--- src/rtl/clock_mode_ctrl.sv ---
// Alarm-clock sequencer: run/time-set/alarm-set mode FSM,
// counter-enable decode and ring/snooze buzzer FSM.
module clock_mode_ctrl #(
  parameter int RING_CYCLES   = 60,
  parameter int SNOOZE_CYCLES = 300
) (
  input  logic       clk,
  input  logic       rst,
  input  logic       timeset,
  input  logic       alarmset,
  input  logic       minadv,
  input  logic       hrsadv,
  input  logic       alarmon,
  input  logic       snooze,
  input  logic       smax,
  input  logic       mmax,
  input  logic       hmax,
  input  logic       ahmax,
  input  logic       alarm_match,
  output logic       sen,
  output logic       tmen,
  output logic       then,
  output logic       tpmen,
  output logic       amen,
  output logic       ahen,
  output logic       apmen,
  output logic       disp_sel,
  output logic [1:0] mode,
  output logic       buzz
);

  localparam int RW = (RING_CYCLES > 1) ? $clog2(RING_CYCLES) : 1;
  localparam int SW = (SNOOZE_CYCLES > 1) ? $clog2(SNOOZE_CYCLES) : 1;
  localparam logic [RW-1:0] RING_LAST = RW'(RING_CYCLES - 1);
  localparam logic [SW-1:0] SNZ_LAST  = SW'(SNOOZE_CYCLES - 1);

  typedef enum logic [1:0] {
    M_RUN  = 2'd0,
    M_TSET = 2'd1,
    M_ASET = 2'd2
  } mode_e;

  typedef enum logic [1:0] {
    B_IDLE = 2'd0,
    B_RING = 2'd1,
    B_SNZ  = 2'd2
  } bstate_e;

  mode_e   mode_q, mode_d;
  bstate_e bst_q, bst_d;
  logic [RW-1:0] ring_ct_q, ring_ct_d;
  logic [SW-1:0] snz_ct_q, snz_ct_d;
  logic          match_q;
  logic          rise;

  always_ff @(posedge clk) begin
    if (rst) begin
      mode_q    <= M_RUN;
      bst_q     <= B_IDLE;
      ring_ct_q <= '0;
      snz_ct_q  <= '0;
      match_q   <= 1'b0;
    end else begin
      mode_q    <= mode_d;
      bst_q     <= bst_d;
      ring_ct_q <= ring_ct_d;
      snz_ct_q  <= snz_ct_d;
      match_q   <= alarm_match;
    end
  end

  always_comb begin
    mode_d = M_RUN;
    if (timeset && !alarmset)
      mode_d = M_TSET;
    else if (alarmset && !timeset)
      mode_d = M_ASET;
  end

  assign rise = alarm_match & ~match_q;

  // Leaving RUN or disarming always wins over ring/snooze progress.
  always_comb begin
    bst_d     = bst_q;
    ring_ct_d = ring_ct_q;
    snz_ct_d  = snz_ct_q;
    if (!alarmon || mode_d != M_RUN) begin
      bst_d     = B_IDLE;
      ring_ct_d = '0;
      snz_ct_d  = '0;
    end else begin
      unique case (bst_q)
        B_IDLE: begin
          if (rise && mode_q == M_RUN) begin
            bst_d     = B_RING;
            ring_ct_d = '0;
          end
        end
        B_RING: begin
          if (snooze) begin
            bst_d     = B_SNZ;
            snz_ct_d  = '0;
            ring_ct_d = '0;
          end else if (ring_ct_q == RING_LAST) begin
            bst_d     = B_IDLE;
            ring_ct_d = '0;
          end else begin
            ring_ct_d = ring_ct_q + 1'b1;
          end
        end
        B_SNZ: begin
          if (snz_ct_q == SNZ_LAST) begin
            bst_d     = B_RING;
            ring_ct_d = '0;
            snz_ct_d  = '0;
          end else begin
            snz_ct_d = snz_ct_q + 1'b1;
          end
        end
        default: begin
          bst_d     = B_IDLE;
          ring_ct_d = '0;
          snz_ct_d  = '0;
        end
      endcase
    end
  end

  always_comb begin
    sen      = 1'b0;
    tmen     = 1'b0;
    then     = 1'b0;
    tpmen    = 1'b0;
    amen     = 1'b0;
    ahen     = 1'b0;
    apmen    = 1'b0;
    disp_sel = 1'b0;
    if (!rst) begin
      unique case (mode_q)
        M_TSET: begin
          tmen  = minadv;
          then  = hrsadv;
          tpmen = hrsadv & hmax;
        end
        M_ASET: begin
          sen      = 1'b1;
          tmen     = smax;
          then     = smax & mmax;
          tpmen    = smax & mmax & hmax;
          amen     = minadv;
          ahen     = hrsadv;
          apmen    = hrsadv & ahmax;
          disp_sel = 1'b1;
        end
        default: begin
          sen   = 1'b1;
          tmen  = smax;
          then  = smax & mmax;
          tpmen = smax & mmax & hmax;
        end
      endcase
    end
  end

  assign mode = mode_q;
  assign buzz = (bst_q == B_RING);

endmodule

--- config.mk ---
export PLATFORM = sky130hd
export DESIGN_NAME = clock_mode_ctrl
export DESIGN_NICKNAME = d
export VERILOG_FILES = /design/src/rtl/clock_mode_ctrl.sv
export SDC_FILE = /design/constraint.sdc
export NUM_CORES = 1
export LEC_CHECK = 0
export BUFFER_PORTS_ARGS = -buffer_cell sky130_fd_sc_hd__buf_2
export CELL_PAD_IN_SITES_DETAIL_PLACEMENT = 1
export CELL_PAD_IN_SITES_GLOBAL_PLACEMENT = 1
export CORE_ASPECT_RATIO = 0.75
export CORE_UTILIZATION = 41
export CTS_CLUSTER_SIZE = 12
export DETAILED_ROUTE_END_ITERATION = 16
export PLACE_DENSITY_LB_ADDON = 0.15
export SYNTH_ARGS = -nofsm -noshare
export SYNTH_HDL_FRONTEND = slang
export SYNTH_SLANG_ARGS = --single-unit
--- constraint.sdc ---
create_clock -name clk -period 4.95 [get_ports clk]
set_input_delay 0.99 -clock clk [delete_from_list [all_inputs] [get_ports clk]]
set_output_delay 0.99 -clock clk [all_outputs]
set_load 0.02 [all_outputs]
# Yosys cells after proc, flatten, opt, wreduce, memory -nomap -nowiden
# Cells that the tools add are included.
# word_totals
elab_cells,69
output_inout_bits,11
ff_bits,20
# classes
reduce_logical,14
muxes,31
addsub,2
eq_ne,10
bitwise,7
# ops
operator,n
case mux 9 bit (3 select lines),1
2-to-1 mux 6 bit,4
2-to-1 mux 9 bit,2
case mux 6 bit (3 select lines),1
2-to-1 mux 1 bit,16
2-to-1 mux 2 bit,6
"adder 9 x 1 -> 9 bit, second input constant",1
"equality test 9 bit, second input constant",1
"adder 6 x 1 -> 6 bit, second input constant",1
"equality test 6 bit, second input constant",1
"inequality test 2 bit, second input constant",3
case mux 2 bit (3 select lines),1
bitwise AND 1 bit,5
"equality test 2 x 1 -> 1 bit, second input constant",2
"equality test 2 bit, second input constant",2
logical NOT 2 bit,2
AND reduction 2 bit,2
logical AND 1 bit,3
logical NOT 1 bit,3
"inequality test 3 x 2 -> 1 bit, second input constant",1
AND reduction 3 bit,1
NOT 1 bit,2
nonzero test 2 bit,1
OR reduction 2 bit,1
logical OR 1 bit,1

# Longest topological paths before layout
# Gate-level depths: netlist of the first run.
# depth
ltp_word,7
depth_mapped,6

# Worst setup path after synthesis of the first run
# Ideal clock, no wire load.
# synth_path
path_kind,input to output
start,in rst
end,out apmen
required_ps,3960
cell_stages,2
slack_ps,1980
t_arrival_ps,1980
n_path_buf,0
cell_sequence,nor3b_1 and3_1
# synth_via
elab_chain_len,1
# synth_rtl
element,line,source
start: declaration,8,"input logic rst,"
2-to-1 mux 1 bit,138,if (!rst) begin
end: declaration,26,"output logic apmen,"
# No other way between the ends.

# Final worst setup path of the first run
# Same ends and word-level chain as after synthesis.

==> metrics.cfg, run 1 <==
[sta]
drv_slew = 0
max_slew_margin = 0.214
max_freq_mhz = 352
setup-tns-final_ns = 0
post-route-min-period_ns = 2.84
hold_violations = 0
post-route-period-util = 0.573
skew_ns = 0.00729
tightest_slew_ns = 1.17
finalSetupViolCount = 0
rsz0062_at_grt = no

[die]
die_area_um2 = 2870
io_pins = 24
rows = 15
core_um2 = 2400
die_w_um = 61.6
initial_core_util = 0.454
fp.dieH_um = 46.7

[drt]
dr.pass1.iters = 4
drc = 0
dr_total_vias = 1078
dr_wl_met3_um = 82
top_layer = met4
wl_met2_um = 1200
wl_um = 2700
drt-met1-wl_um = 1370
routed_via_density = 5.70
drtIter0Drc = 52
antenna_left = 0
wl_per_cell_um = 14.3

[critical_path]
endpoint_kind = output pin
crit_fanout = 8
path_cells = buf_2 > nor3b_1 > and3_1 > buf_2
start_kind = input pin
max_stage_delay_ns = 0.35
cpMostUsedCell = buf_2
crit_slowest_cell = nor3b_1
critPathArrivalTime_ns = 1.85
worst-r2r-setup-slack_ns = 2.96
cp.required_ns = 3.96
crit_type = input pin to output pin

[pwr]
vdd.ir_drop.worst_mv = 0.0947
finalPower_uw = 269
leakagePower_nw = 0.458
p_per_area_nw_per_um2 = 217

[clock_tree]
path_clk_slew_ns = 0.11
cts_buffers = 3
clockRootBuffer = clkbuf_4
cts-htree-levels = 1
cts_tree = done
clock_path_buffers = 2
cts_setup_buffers = 0
clock-sinks = 20
clk_latency_ns = 0.30
cts_resized = 0
cts_hold_buf = 0

[layout]
final_cells = 189
diodes = 0
final_common_cell = buf_2
drive_above_1_share = 0.187
finalNetCount = 174
area_growth_pct = 13.5
final_cell_area_um2 = 1240
final_cell_mix = buf_2, dfxtp_1, a21oi_1
fillers = 330

[synthesis]
synth_edf_count = 0
synthTopCellsByArea = dfxtp_1, a21oi_1, nand2_1
syn_area_um2 = 1090
postSynthCellCount = 134
yosys.area.top_type_share = 0.367
ys_ff_latch = 20
seq_area_frac_synth = 0.367
async_reset_ff_frac = 0
ys_warn_count = 0
ys_dominant_reg_cell = dfxtp_1
synth_top_cell_by_area = dfxtp_1
syn_nets = 151
synth_cell_types = 37
synth_area_per_cell_um2 = 8.14

[global_routing]
antenna_found_initial = 0
grt-ovfl-total = 0
grt_max_degree = 27
grt_pass1_vias = 887
grt_use_total = 0.202
grt_first_pass_wirelength_um = 4150

[place]
placed_area_um2 = 1220
dpl.cell_count = 186
port_buffers = 23
gp_congestion = 0.755
dpl.hpwl_um = 2090

[status]
status = finished, final reports clean

[flow_run]
maxCapViolCount = 0

[worst_hold_path]
hp-class = flop to flop

## metrics by stage
| stage | worst slack, ns | util | hold slack [ns] |
|---|---|---|---|
| global route | 2.02 | 0.516 | 0.524 |
| global placement | 2.21 | 0.506 | 0.456 |
| finish | 2.11 | 0.516 | 0.491 |
| CTS | 2.11 | 0.516 | 0.498 |
| floorplan | 1.98 | - | 0.440 |
| detailed placement | 2.11 | 0.506 | 0.480 |
## report_power, final
part,internal (mW),total [mW],switching [mW]
clock network,0.0284,0.0772,0.0489
registers,0.162,0.164,0.00152
logic,0.0103,0.0275,0.0172
total,0.201,0.269,0.0676
## layout make-up
| cell class | instances | area (µm²) | area share |
|---|---|---|---|
| Multi-Input combinational cell | 103 | 636 | 0.513 |
| Timing Repair Buffer | 23 | 115 | 0.0929 |
| Sequential cell | 20 | 400 | 0.323 |
| Tap cell | 34 | 42.5 | 0.0343 |
| Clock buffer | 3 | 22.5 | 0.0182 |
| Inverter | 6 | 22.5 | 0.0182 |
## kinds of logic after synthesis
| group | share of synthesized area |
|---|---|
| fa+ha+maj | 0.0459 |
| compound gates | 0.209 |
| buf+inv | 0.0505 |
| mux | 0.00917 |
| flops | 0.367 |
| simple gates | 0.319 |
## state kept, by name (all words and copies together), names as in the netlist
name	cells
bst_q	2
match_q	1
mode	2
ring_ct_q	6
snz_ct_q	9
## Yosys cell counts, drive strengths merged, types with 2 or more instances
| cell type | n |
|---|---|
| a21oi | 16 |
| a311oi | 2 |
| a31oi | 3 |
| and2 | 3 |
| and4bb | 2 |
| buf | 4 |
| dfxtp | 20 |
| ha | 4 |
| inv | 6 |
| nand2 | 14 |
| nand2b | 2 |
| nand3 | 7 |
| nand3b | 2 |
| nand4 | 2 |
| nor2 | 7 |
| nor2b | 5 |
| nor3 | 5 |
| nor3b | 2 |
| nor4 | 2 |
| o21ai | 6 |
| o31ai | 5 |
| or4 | 4 |
## final timing paths
check / from / to / depth (start not counted)
max: rst / apmen / 4
min reg2reg: snz_ct_q[8]$_SDFFE_PP0P_ / snz_ct_q[8]$_SDFFE_PP0P_ / 1
min: snz_ct_q[8]$_SDFFE_PP0P_ / snz_ct_q[8]$_SDFFE_PP0P_ / 1
max reg2reg: mode[0]$_SDFF_PP0_ / ring_ct_q[5]$_SDFFE_PP0P_ / 4
## layer usage
metal / global-route usage / vias up
met1: 0.288 / 517
li1: - / 536
met2: 0.295 / 21
met5: 0 / -
met4: 0.0578 / 0
met3: 0.0590 / 4
## worst max-delay path, delay by kind of cell
kind / cells / cell delay, ns
buffers and inverters: 2 / 0.30
AND/OR/NAND/NOR: 2 / 0.55
Power figures use the tool's default switching activity.
==> inputs of run 2 (changes only) <==
--- a/config.mk
+++ b/config.mk
@@ -9,7 +9,7 @@
 export CELL_PAD_IN_SITES_DETAIL_PLACEMENT = 1
 export CELL_PAD_IN_SITES_GLOBAL_PLACEMENT = 1
 export CORE_ASPECT_RATIO = 0.75
-export CORE_UTILIZATION = 41
+export CORE_UTILIZATION = 38
 export CTS_CLUSTER_SIZE = 12
 export DETAILED_ROUTE_END_ITERATION = 16
 export PLACE_DENSITY_LB_ADDON = 0.15
==> constraint.sdc (replaced) <==
create_clock -name clk -period 2.9 [get_ports clk]
set_input_delay 0.58 -clock clk [delete_from_list [all_inputs] [get_ports clk]]
set_output_delay 0.58 -clock clk [all_outputs]
set_load 0.02 [all_outputs]
==> run 2 against run 1 <==
  * Sequential share of layout area shrank 0.89 points
  * Largest power group unchanged
  * Critical endpoint is now ring_ct_q[0]$_SDFFE_PP0P_
  * Non-clock buffer count unchanged
  * Largest cell class unchanged
  * Critical path depth increased by 1
  * Final cell count grew 1.6%
  * Clock power increased to 2.7 times the previous value
  * Design area rose by 2.8%
  * Sequential power increased by 71%
  * Total power increased by 100%
  * Clock skew down 0.0015 ns
==> metrics.cfg, run 2 (synthesis results as in run 1) <==
[status]
status = finished, final reports clean

[clock_tree]
cts_buffers = 3
clock-sinks = 20
cts-htree-levels = 1
path_clk_slew_ns = 0.07
clockRootBuffer = clkbuf_8
cts_setup_buffers = 0
clk_latency_ns = 0.26
cts_tree = done
cts_hold_buf = 0
clock_path_buffers = 2
cts_resized = 0

[layout]
diodes = 0
largest-register = snz_ct_q
area_growth_pct = 16.7
final_cell_mix = buf_2, dfxtp_1, a21oi_1
largest_reg_flops = 9
final_common_cell = buf_2
fillers = 334
reg.largest.list = snz_ct_q: 9 flops, ring_ct_q: 6 flops
final_cells = 192
drive_above_1_share = 0.192
finalNetCount = 174

[drt]
dr_total_vias = 1055
wl_um = 2820
drtIter0Drc = 65
antenna_left = 0
dr.pass1.iters = 4
wl_per_cell_um = 14.7
drc = 0
routed_via_density = 5.49

[sta]
setup-tns-final_ns = 0
hold_violations = 0
finalSetupViolCount = 0
drv_slew = 0
tightest_slew_ns = 1.18
post-route-period-util = 0.727
max_slew_margin = 0.209
post-route-min-period_ns = 2.11
skew_ns = 0.00576
rsz0062_at_grt = no
max_freq_mhz = 475

[global_routing]
grt_use_total = 0.204
grt_max_degree = 27
grt_first_pass_wirelength_um = 4950
grt-ovfl-total = 0
grt_pass1_vias = 1087
antenna_found_initial = 0

[place]
dpl.cell_count = 188
gp_congestion = 0.752
port_buffers = 23
dpl.hpwl_um = 2160

[die]
die_w_um = 63.9
core_um2 = 2660
io_pins = 24
initial_core_util = 0.410
fp.dieH_um = 48.4
die_area_um2 = 3090
rows = 16

[critical_path]
crit_fanout = 13
cp.required_ns = 3.08
critPathArrivalTime_ns = 2.29
crit_type = input pin to flop
max_stage_delay_ns = 0.90
crit_slowest_cell = nor3_1
path_cells = buf_2 > nor4b_1 > nor3_1 > o31ai_1 > a21oi_1
endpoint_kind = flop
start_kind = input pin

[flow_run]
maxCapViolCount = 0

[pwr]
vdd.ir_drop.worst_mv = 0.180
leakagePower_nw = 0.473
p_per_area_nw_per_um2 = 424

[worst_hold_path]
hp-class = flop to flop

## run 2: per-layer routing
layer / global-route usage / vias to the layer above / wire length, µm / share of wire
li1: - / 537 / - / -
met1: 0.268 / 498 / 1370 / 0.48
met2: 0.333 / 16 / 1330 / 0.47
met5: 0 / - / 0 / 0
met4: 0.0530 / 0 / 33 / 0.012
met3: 0.0519 / 4 / 87 / 0.031
## run 2: layout make-up
class                   count  area (µm²)  area share
repair buffers             23         115      0.0904
inverters                   6        22.5      0.0177
clock buffers               4        55.1      0.0432
flip-flops and latches     20         400       0.314
well taps                  36        45.0      0.0354
multi-input cells         103         636       0.499
## run 2: critical path, delay by kind of cell
| kind | cells | cell delay (ns) |
|---|---|---|
| AOI/OAI and AO/OA | 2 | 0.57 |
| buffers and inverters | 1 | 0.11 |
| and+or+nand+nor | 2 | 1.03 |
## run 2: final timing paths
path                            cells after the start  slack (ns)                      start                        end
worst max-delay path                                5        0.79                alarm_match  ring_ct_q[0]$_SDFFE_PP0P_
worst min-delay path                                2        0.50  ring_ct_q[5]$_SDFFE_PP0P_  ring_ct_q[5]$_SDFFE_PP0P_
worst max register to register                      4        0.86         mode[0]$_SDFF_PP0_  ring_ct_q[0]$_SDFFE_PP0P_
worst min register to register                      2        0.50  ring_ct_q[5]$_SDFFE_PP0P_  ring_ct_q[5]$_SDFFE_PP0P_
## run 2: through the flow
step	setup WS, ns	util	hold WS [ns]	total power [mW]	area [µm²]
6_report	0.793	0.478	0.502	0.541	1270
5_1_grt	0.626	0.478	0.522	0.573	1270
4_1_cts	0.826	0.478	0.496	0.550	1270
3_5_place_dp	0.540	0.458	0.479	0.335	1220
3_3_place_gp	0.724	0.458	0.456	0.331	1220
2_1_floorplan	0.750	-	0.440	0.313	1090
## run 2: where the power goes
| part | switching [mW] | total, mW | leakage, nW | internal (mW) |
|---|---|---|---|---|
| Sequential | 0.00300 | 0.280 | 0.162 | 0.277 |
| Combinational | 0.0303 | 0.0480 | 0.283 | 0.0177 |
| Clock | 0.0917 | 0.212 | 0.0288 | 0.121 |
==> inputs of run 3 (changes only) <==
==> constraint.sdc (replaced) <==
create_clock -name clk -period 2.17 [get_ports clk]
set_input_delay 0.434 -clock clk [delete_from_list [all_inputs] [get_ports clk]]
set_output_delay 0.434 -clock clk [all_outputs]
set_load 0.02 [all_outputs]
==> run 3 against run 2 <==
  * Largest cell class unchanged
  * Clock power rose by 33%
  * Wire length up 2.4%
  * Via count rose by 3.4%
  * Global-route usage fell by 0.76 points
==> metrics.cfg, run 3 (synthesis results as in run 1) <==
[critical_path]
crit_fanout = 15
critPathArrivalTime_ns = 2.18
start_kind = flop
worst_r2r_path_depth = 6
cp.required_ns = 2.35
timing.rr.start = snz_ct_q[0]$_SDFFE_PP0P_
worst-r2r-setup-slack_ns = 0.17
endpoint_kind = flop
r2r-end = ring_ct_q[2]$_SDFFE_PP0P_
crit_type = flop to flop

[sta]
timing.hold.ws_ns = 0.414
hold_violations = 0
post-route-period-util = 0.920
max_freq_mhz = 501
max_slew_margin = 0.464
skew_ns = 0.00310
tightest_slew_ns = 0.797
drv_slew = 0
setup-tns-final_ns = 0
finalSetupViolCount = 0
post-route-min-period_ns = 2.00
rsz0062_at_grt = no

[global_routing]
grt-ovfl-total = 0
grt_use_total = 0.197
grt_first_pass_wirelength_um = 4840
grt_pass1_vias = 1098
grt_max_degree = 16
antenna_found_initial = 0

[drt]
routed_via_density = 5.57
wl_per_cell_um = 14.7
drtIter0Drc = 23
dr_total_vias = 1091
drc = 0
dr.pass1.iters = 4
antenna_left = 0
wl_um = 2880

[die]
io_pins = 24
core_um2 = 2660
initial_core_util = 0.410
die_area_um2 = 3090
rows = 16
fp.dieH_um = 48.4
die_w_um = 63.9

[clock_tree]
clockRootBuffer = clkbuf_8
cts_buffers = 3
cts-htree-levels = 1
cts_hold_buf = 0
cts_setup_buffers = 0
clock-sinks = 20
cts_tree = done
cts_resized = 0
path_clk_slew_ns = 0.07
clk_latency_ns = 0.26
clock_path_buffers = 2

[layout]
final_common_cell = buf_2
reg.largest.list = snz_ct_q: 9 flops, ring_ct_q: 6 flops
drive_above_1_share = 0.213
final_cell_mix = buf_2, dfxtp_1, a21oi_1
diodes = 0
largest-register = snz_ct_q
final_cell_area_um2 = 1300
finalNetCount = 178
largest_reg_flops = 9
final_cells = 196
area_growth_pct = 19.5
post-route-util = 0.490

[status]
status = finished, final reports clean

[place]
gp_congestion = 0.750
port_buffers = 23
placed_area_um2 = 1250
dpl.hpwl_um = 2240
dpl.cell_count = 192

[worst_hold_path]
min_from = alarm_match
hp-class = input pin to flop
worstHoldPathCells = 2
min_to = match_q$_SDFF_PP0_

[pwr]
p_per_area_nw_per_um2 = 557
vdd.ir_drop.worst_mv = 0.254
leakagePower_nw = 0.492

[flow_run]
maxCapViolCount = 0

## run 3: area by class of cell
class	count	area [µm²]
Clock buffer	4	55.1
Fill cell	328	1360
Inverter	6	22.5
Multi-Input combinational cell	103	636
Sequential cell	20	400
Tap cell	36	45.0
Timing Repair Buffer	27	145
## run 3: worst max-delay path by stage
stage / end / startpoint / slack, ns
floorplan: apmen / mode[1]$_SDFF_PP0_ / 0.23
global placement: ring_ct_q[5]$_SDFFE_PP0P_ / snz_ct_q[0]$_SDFFE_PP0P_ / 0.30
detailed placement: ring_ct_q[2]$_SDFFE_PP0P_ / alarm_match / 0.18
CTS: ring_ct_q[2]$_SDFFE_PP0P_ / snz_ct_q[0]$_SDFFE_PP0P_ / 0.18
global route: ring_ct_q[2]$_SDFFE_PP0P_ / snz_ct_q[0]$_SDFFE_PP0P_ / 0.09
finish: ring_ct_q[2]$_SDFFE_PP0P_ / snz_ct_q[0]$_SDFFE_PP0P_ / 0.17
## run 3: layer usage
layer | vias to the layer above | GRT usage | share of wire
met5 | - | 0 | 0
met4 | 0 | 0.0189 | 0
met3 | 0 | 0.0542 | 0.031
met2 | 20 | 0.324 | 0.46
met1 | 525 | 0.265 | 0.51
li1 | 546 | - | -
## run 3: power by group
part	leakage (nW)	switching [mW]	internal, mW	total, mW
clock network	0.0288	0.122	0.161	0.283
registers	0.162	0.00356	0.370	0.374
logic	0.301	0.0414	0.0278	0.0692
total	0.492	0.167	0.560	0.726
## run 3: through the flow
stage / setup slack [ns] / total power [mW]
floorplan: 0.235 / 0.418
global route: 0.0923 / 0.758
CTS: 0.183 / 0.731
detailed placement: 0.182 / 0.452
finish: 0.173 / 0.726
global placement: 0.300 / 0.448
## run 3: critical path, stage by stage, from the launching register on
cell and delay (ns):
dfxtp_1 0.41, ha_1 0.24, and4bb_2 0.27, a21oi_4 0.13
buf_4 0.21, or4_1 0.48, a21oi_1 0.19
